$ cat src/rtl/tetromino_bag_queue.sv
// 7-bag tetromino randomizer feeding a small lookahead FIFO; one pop per req cycle.
// Optional head+1 preview output is built only when TETRIS_BAG_PREVIEW_EN is defined.
module tetromino_bag_queue #(
    parameter int          QUEUE_DEPTH = 4,
    parameter logic [15:0] LFSR_SEED   = 16'h0001
) (
    input  logic       clk,
    input  logic       rst,
    input  logic       req,
    output logic [2:0] piece,
    output logic       piece_valid,
    output logic [2:0] bag_left,
    output logic [3:0] fill_level,
    output logic       underflow,
    output logic [2:0] preview,
    output logic       preview_valid
);

    // An all-zero Galois LFSR would lock up, so a zero seed falls back to 1.
    localparam logic [15:0] SEED = (LFSR_SEED == 16'h0000) ? 16'h0001 : LFSR_SEED;

    // Handshake: req is a pop request honoured only while piece_valid=1; the
    // head advances at that edge and the new head appears on piece after it.
    logic [15:0] lfsr_q, lfsr_d;
    logic [6:0]  mask_q, mask_d, mask_clr;
    logic [2:0]  mem_q [0:7];
    logic [2:0]  rd_q, rd_d, wr_q, wr_d;
    logic [3:0]  count_q, count_d;
    logic [2:0]  piece_q, piece_d, head_d;
    logic        valid_q, uf_q;
    logic [2:0]  start, draw, idx;
    logic [3:0]  sum;
    logic        pop, push;

    function automatic logic [2:0] nxt(input logic [2:0] p);
        return (p == 3'(QUEUE_DEPTH - 1)) ? 3'd0 : p + 3'd1;
    endfunction

    // Scan from start upward (wrapping 6->0); descending k lets the nearest hit win.
    always_comb begin
        start = (lfsr_q[2:0] == 3'd7) ? 3'd0 : lfsr_q[2:0];
        draw  = 3'd0;
        sum   = 4'd0;
        idx   = 3'd0;
        for (int k = 6; k >= 0; k--) begin
            sum = {1'b0, start} + 4'(k);
            idx = (sum >= 4'd7) ? 3'(sum - 4'd7) : sum[2:0];
            if (mask_q[idx]) draw = idx;
        end
    end

    always_comb begin
        lfsr_d   = {1'b0, lfsr_q[15:1]} ^ (lfsr_q[0] ? 16'hB400 : 16'h0000);
        pop      = req && valid_q;
        push     = (count_q != 4'(QUEUE_DEPTH)) || pop;
        mask_clr = mask_q & ~(7'b1 << draw);
        mask_d   = mask_q;
        if (push) mask_d = (mask_clr == 7'h00) ? 7'h7F : mask_clr;
        rd_d     = pop ? nxt(rd_q) : rd_q;
        wr_d     = push ? nxt(wr_q) : wr_q;
        count_d  = count_q + {3'b000, push} - {3'b000, pop};
        // The pushed piece bypasses the array when it lands on the new head slot.
        head_d   = (push && (wr_q == rd_d)) ? draw : mem_q[rd_d];
        piece_d  = (count_d != 4'd0) ? head_d : 3'd0;
    end

    always_ff @(posedge clk) begin
        if (rst) begin
            lfsr_q  <= SEED;
            mask_q  <= 7'h7F;
            rd_q    <= 3'd0;
            wr_q    <= 3'd0;
            count_q <= 4'd0;
            piece_q <= 3'd0;
            valid_q <= 1'b0;
            uf_q    <= 1'b0;
        end else begin
            lfsr_q  <= lfsr_d;
            mask_q  <= mask_d;
            rd_q    <= rd_d;
            wr_q    <= wr_d;
            count_q <= count_d;
            piece_q <= piece_d;
            valid_q <= (count_d != 4'd0);
            uf_q    <= uf_q | (req & ~valid_q);
        end
    end

    always_ff @(posedge clk) begin
        if (!rst && push) mem_q[wr_q] <= draw;
    end

    assign piece       = piece_q;
    assign piece_valid = valid_q;
    assign bag_left    = 3'($countones(mask_q));
    assign fill_level  = count_q;
    assign underflow   = uf_q;

`ifdef TETRIS_BAG_PREVIEW_EN
    logic [2:0] pv_idx, pv_d, preview_q;
    logic       preview_valid_q;

    always_comb begin
        pv_idx = nxt(rd_d);
        pv_d   = 3'd0;
        if (count_d >= 4'd2) pv_d = (push && (wr_q == pv_idx)) ? draw : mem_q[pv_idx];
    end

    always_ff @(posedge clk) begin
        if (rst) begin
            preview_q       <= 3'd0;
            preview_valid_q <= 1'b0;
        end else begin
            preview_q       <= pv_d;
            preview_valid_q <= (count_d >= 4'd2);
        end
    end

    assign preview       = preview_q;
    assign preview_valid = preview_valid_q;
`else
    assign preview       = 3'd0;
    assign preview_valid = 1'b0;
`endif

endmodule

$ cat config.mk
export PLATFORM = sky130hd
export DESIGN_NAME = tetromino_bag_queue
export DESIGN_NICKNAME = d
export VERILOG_FILES = /design/src/rtl/tetromino_bag_queue.sv
export SDC_FILE = /design/constraint.sdc
export NUM_CORES = 1
export LEC_CHECK = 0
export BUFFER_PORTS_ARGS = -buffer_cell sky130_fd_sc_hd__buf_2
export CELL_PAD_IN_SITES_DETAIL_PLACEMENT = 1
export CELL_PAD_IN_SITES_GLOBAL_PLACEMENT = 1
export CORE_MARGIN = 2
export CORE_UTILIZATION = 49
export DETAILED_ROUTE_END_ITERATION = 8
export PLACE_DENSITY = 0.84
export SETUP_SLACK_MARGIN = 0.1
export SYNTH_ARGS = -nofsm -noshare
export SYNTH_HDL_FRONTEND = slang
export SYNTH_SLANG_ARGS = --single-unit
$ cat constraint.sdc
create_clock -name clk -period 5.5 [get_ports clk]
set_input_delay 1.65 -clock clk [delete_from_list [all_inputs] [get_ports clk]]
set_output_delay 1.65 -clock clk [all_outputs]
set_load 0.05 [all_outputs]
### Word level (Yosys, flattened, before mapping)

Memory sizes are Yosys's and may differ from the RTL's. A register that Yosys moved wholly into a read port is not among the register bits.
Index checks and enable logic that the tools add are counted.

* register bits after elaboration: 35
* RAM bits: 24
* input port bits: 3
* output and inout bits: 16
* memories kept: 1

Memories
* mem_q: words 8, width 3, read ports 1, clocked after memory_dff 1, write ports 1, line 26 `logic [2:0] mem_q [0:7];`

* add/sub/neg operators: 23
* order comparisons: 14
* equality and inequality tests: 4
* shift-type cells: 1
* multiplexer cells: 36
* bitwise logic cells: 7
* reduce and logical (&&, ||, !) cells: 7

Operator list (count)
* 3-bit two-way mux: 18
* 3-bit by 4-bit < comparator with 1-bit output, second input constant: 7
* 4-bit by 3-bit >= comparator with 1-bit output, second input constant: 6
* 1-bit binary-select mux with 3-bit select: 7
* 3-bit subtractor, second input constant: 7
* 16-bit two-way mux: 1
* 15-bit by 16-bit bitwise XOR with 16-bit output: 1
* 3-bit by 3-bit adder with 4-bit output, second input constant: 3
* 1-bit two-way mux: 9
* 3-bit by 2-bit adder with 4-bit output, second input constant: 2
* 7-bit bitwise AND: 1
* 7-bit logical NOT: 1
* 7-bit two-way mux: 1
* 7-bit NOT: 1
* 1-bit by 3-bit << shifter with 7-bit output, first input constant: 1
* 1-bit by 1-bit adder with 2-bit output: 3
* 3-bit by 1-bit adder with 3-bit output, second input constant: 2
* 3-bit by 2-bit == test with 1-bit output, second input constant: 2
* 3-bit by 1-bit adder with 4-bit output, second input constant: 1
* 4-bit by 1-bit adder with 4-bit output: 1
* 4-bit by 3-bit inequality test with 1-bit output, second input constant: 1
* 4-bit nonzero test: 1
* 4-bit by 1-bit subtractor with 4-bit output: 1
* 2-bit by 1-bit adder with 3-bit output: 1
* other kinds (11): 13

### Logic depth before layout (Yosys ltp)

* depth after elaboration: 19
* gate-level depth with buffers: 21
* depth with buffers taken out: 20

### Least setup slack after synthesis

No wires, ideal clock.

* kind: flip-flop to flip-flop
* start: register lfsr_q[0]
* end: register mask_q[4]
* library setup time: 0.122 ns
* data arrival time: 4.379 ns
* data required time: 5.378 ns
* slack: 0.999 ns
* stages on the path, launching flop included: 19
* clock period less this slack: 4.501 ns
* cells stage by stage: dfxtp_1 > ha_1 > buf_4 > nand2b_1 > inv_1 > ha_1 > clkbuf_1 > xnor2_2 > mux4_2 > nor2b_1 > a2111oi_0 > a311oi_2 > a21o_2 > inv_2 > o21a_1 > a2111oi_4 > a2bb2oi_4 > and3_2 > a311o_1

* word-level cells in the longest chain between the ends: 19
* elaborated cells on any way between the ends: 55
* those cells by class: add/sub: 13; order compare: 7; eq/ne: 1; shift: 1; mux: 30; bitwise: 2; reduce/logical: 1

RTL lines
* start: declaration: line 24 `logic [15:0] lfsr_q, lfsr_d;`
* start signal: assignment: line 78 `lfsr_q <= lfsr_d;`
* 3-bit == test: line 41 `start = (lfsr_q[2:0] == 3'd7) ? 3'd0 : lfsr_q[2:0];`
* 3-bit two-way mux *: line 41
* 3-bit by 3-bit adder with 4-bit output: line 46 `sum = {1'b0, start} + 4'(k);`
* 4-bit by 3-bit >= comparator with 1-bit output or 3-bit subtractor (tied branches): line 47 `idx = (sum >= 4'd7) ? 3'(sum - 4'd7) : sum[2:0];`
* 3-bit two-way mux: line 47
* 1-bit binary-select mux with 3-bit select: line 48 `if (mask_q[idx]) draw = idx;`
* 1-bit two-way mux (not written as such): line 48
* 3-bit two-way mux (6 in series): line 48
* 3-bit two-way mux *: line 48
* via draw[2]: line 31 `logic [2:0] start, draw, idx;`
* 1-bit by 3-bit << shifter with 7-bit output *: line 56 `mask_clr = mask_q & ~(7'b1 << draw);`
* 7-bit NOT *: line 56
* 7-bit bitwise AND *: line 56
* 7-bit logical NOT: line 58 `if (push) mask_d = (mask_clr == 7'h00) ? 7'h7F : mask_clr;`
* 7-bit two-way mux *: line 58
* end signal: assignment: line 79 `mask_q <= mask_d;`
* end: declaration: line 25 `logic [6:0] mask_q, mask_d, mask_clr;`

Mark *: on every way through the listed nets, which the timed path passes. The rest lies on a longest branch. The select of a mux whose other input is x is not followed.
A chain may end at the register's enable or synchronous reset.

### Worst setup path after layout

* start: register lfsr_q[1]
* end: register mask_q[4]

* word-level cells in the longest chain between the ends: 19
* elaborated cells on any way between the ends: 55
* those cells by class: add/sub: 13; order compare: 7; eq/ne: 1; shift: 1; mux: 30; bitwise: 2; reduce/logical: 1

RTL lines (line)
* 3-bit == test: 41
* 3-bit two-way mux *: 41
* 3-bit by 3-bit adder with 4-bit output: 46
* 4-bit by 3-bit >= comparator with 1-bit output or 3-bit subtractor (tied branches): 47
* 3-bit two-way mux: 47
* 1-bit binary-select mux with 3-bit select: 48
* 1-bit two-way mux (not written as such): 48
* 3-bit two-way mux (6 in series): 48
* 3-bit two-way mux *: 48
* 1-bit by 3-bit << shifter with 7-bit output *: 56
* 7-bit NOT *: 56
* 7-bit bitwise AND *: 56
* 7-bit logical NOT: 58
* 7-bit two-way mux *: 58

Mark *: on every way between the ends. The rest lies on a longest branch, timed or not. The select of a mux whose other input is x is not followed.

==> run metrics <==
global-route wire length before repair 18800 microns; clk slew on worst S/H paths 0.07 ns; share of layout cells above drive strength 1 16.3%; Area growth syn-to-layout 7.73%; Worst Path Required 5.73 ns; DRC errors left 0; final setup violation count 0; CP Capture Type flip-flop; initial antenna violation count 0; Post-CTS Setup Bufs 0; DR vias 3429; Die Area 9380 sq um; gpl congestion 0.908; Synth cell types 73; Design Power 2.29 mW; Mapped Area 4220 sq um; TritonCTS Buffers 9; Clock Sink Count 62; Die H 96.8 microns; Max FO, Critical Path 8; fillers 950; Hold Crit Class reg2reg; H-tree depth 3; Routed WL 11300 microns; I/O Buffers 14; total track usage 25.1%; met3 Use GR 3.97%; #FFs+latches synth 62; setup ws final 0.518 ns; Synth area leaders dfxtp_1 18%, edfxtp_1 17%, mux2i_1 5.9%; Post-CTS Hold Buffers 0; Startpoint Class flip-flop; ys flop type dfxtp_1; # rows 33; final worst path period need 4.98 ns; crit-path most repeated cell nand2_1; number of I/O pins 19; Fin Hold WS 0.437 ns; r2r setup slk 0.52 ns; CP Buf/Inv Count 1; fin. max-slew vios 0; FMAX 201 MHz; RSZ-0062 raised after global routing false; slowest CP cell or4_1; Reg-to-Reg Start lfsr_q[1]$_SDFF_PP0_; async set-reset flop share out of synthesis 0%; utilization after layout 54.8%; cell depth of the worst hold path 1; most frequent cells in the layout 38 x dfxtp_1, 32 x nor2_1, 25 x mux2i_1; Worst EP arrival 5.21 ns; relative slew slack 33.8%; most crowded layer after global routing met2; Reg2Reg Depth 17; CTS tree done; post-route ant nets 0; 1st-iter DRT viols 214; grt total ovfl 0; area leader, netlist dfxtp_1; hold_sp lfsr_q[7]$_SDFF_PP0_; Final Hold Vio Count 0; Place WS 0.622 ns; Core Region 8300 sq um; dpl hpwl 8340 microns; Clock Latency Late Sink 0.34 ns; worst-path cell chain ha_1 > nand2_1 > nand2_1 > inv_2 > nand2_1 > ha_1 > xnor2_1 > mux2i_1 > o22ai_1 > or4_1 > a311oi_2 > a21o_2 > nor2_1 > a21oi_1 > o221ai_1 > and3_2 > a311o_1; most common cell after layout, fill and taps aside dfxtp_1; R2R Path End mask_q[4]$_SDFFE_PP1N_; met1 usage 31.0%; vias in the first global route 3612; pwr dens 503 nW/um^2; layout net count 471; Starting Density 50.9%; Synth Area per Inst 9.69 sq um; CTS max path bufs 2; Min-Delay Endpoint lfsr_q[6]$_SDFF_PP0_; Worst VDD drop 519 uV; # resized after CTS 0; drt pass-1 iters 4; routed length per instance 20.3 microns; Max-Cap Viols 0; outcome complete, no violations; largest net degree at the start of global routing 31; slowest stage delay, CP 0.64 ns; Vias/cell 6.13; post-synth top area share 18.0%; Clock Tree Root clkbuf_8; largest delay contributor family on the critical path compound AO/OA/AOI/OAI gates; setup TNS 0 ns; Cells after Synth 436; actual slew at the worst max-slew pin 0.966 ns; sequential area share after synthesis 35.1%; Crit Path Class reg2reg; met2 usage 42.9%; Layout Skew 0.00518 ns; LEAKAGE 1.80 nW; Synth warnings 0; Final period util 90.6%; EDFF count, synth 24; Die Width 96.8 microns; Inserted Diodes 0
[flip-flops by register name, summed over array words and instances (netlist names)]
register,flops
lfsr_q,16
piece_valid,1
piece,3
mem_q,24
fill_level,4
mask_q,7
rd_q,3
underflow,1
wr_q,3
[routing by layer]
layer	part of all wire, %	vias up	wire length, microns
li1	-	1614	-
met1	43	1702	4900
met2	51	88	5730
met3	3.8	25	427
met4	2.4	0	277
met5	0	-	0
[cell families after synthesis]
| kind of cell | synth area share (%) |
|---|---|
| XOR/XNOR | 3.29 |
| adder cells (fa/ha/maj) | 6.69 |
| multiplexers | 13.4 |
| AO/OA/AOI/OAI | 19.2 |
| AND/OR/NAND/NOR | 16.8 |
| buffers and inverters | 5.48 |
| other | 0.0888 |
| flip-flops | 35.1 |
[per-stage QoR]
step	cell area (sq um)	std cells
after floorplan	4240	440
after global placement	4390	543
after detailed placement	4390	543
after CTS	4550	559
after global routing	4550	559
final	4550	559
[cells in the mapped netlist (all sizes together), types with 3 or more instances]
library cell and count:
o22ai 5, nor3b 7, xnor2 12, nand3b 4, a211o 3, o221ai 6
and2 4, a31oi 5, nor2b 20, nor2 34, nand2b 7, nand2 22
mux4 9, nor3 9, o21bai 5, nor4 5, ha 13, dfxtp 38
buf 10, inv 27, a21oi 25, o211ai 5, mux2i 25, a311o 3
o21ai 11, mux2 10, a21o 4, edfxtp 24, o21a 3, a211oi 10
fa 6, or2 5, clkbuf 17, and3 4, a21boi 4, nand3 6
xor2 3
[cell type report]
class                           instances  area, sq um  share of cell area (%)
Tap cell                              105          131                    2.89
Clock buffer                           11          131                    2.89
Timing Repair Buffer                   25          153                    3.35
Sequential cell                        62         1480                    32.6
Clock inverter                          5         26.3                   0.577
Inverter                               27          101                    2.23
Multi-Input combinational cell        324         2530                    55.5
[how the worst max path moves through the flow]
stage	cells past startpoint	startpoint	slack (ns)	to
floorplan	18	lfsr_q[0]$_SDFF_PP1_	1.0	mask_q[4]$_SDFFE_PP1N_
global placement	16	lfsr_q[0]$_SDFF_PP1_	0.78	mask_q[6]$_SDFFE_PP1N_
detailed placement	17	lfsr_q[1]$_SDFF_PP0_	0.62	mask_q[0]$_SDFFE_PP1N_
CTS	18	lfsr_q[1]$_SDFF_PP0_	0.59	mask_q[6]$_SDFFE_PP1N_
global route	18	lfsr_q[1]$_SDFF_PP0_	0.19	mask_q[4]$_SDFFE_PP1N_
finish	17	lfsr_q[1]$_SDFF_PP0_	0.52	mask_q[4]$_SDFFE_PP1N_
[power breakdown]
part	total (mW)	switching [mW]	internal [mW]
clock	0.336	0.176	0.160
sequential	0.703	0.110	0.593
combinational	1.25	0.835	0.413
total	2.29	1.12	1.17
Note: power is estimated with default switching activity, not from simulation.
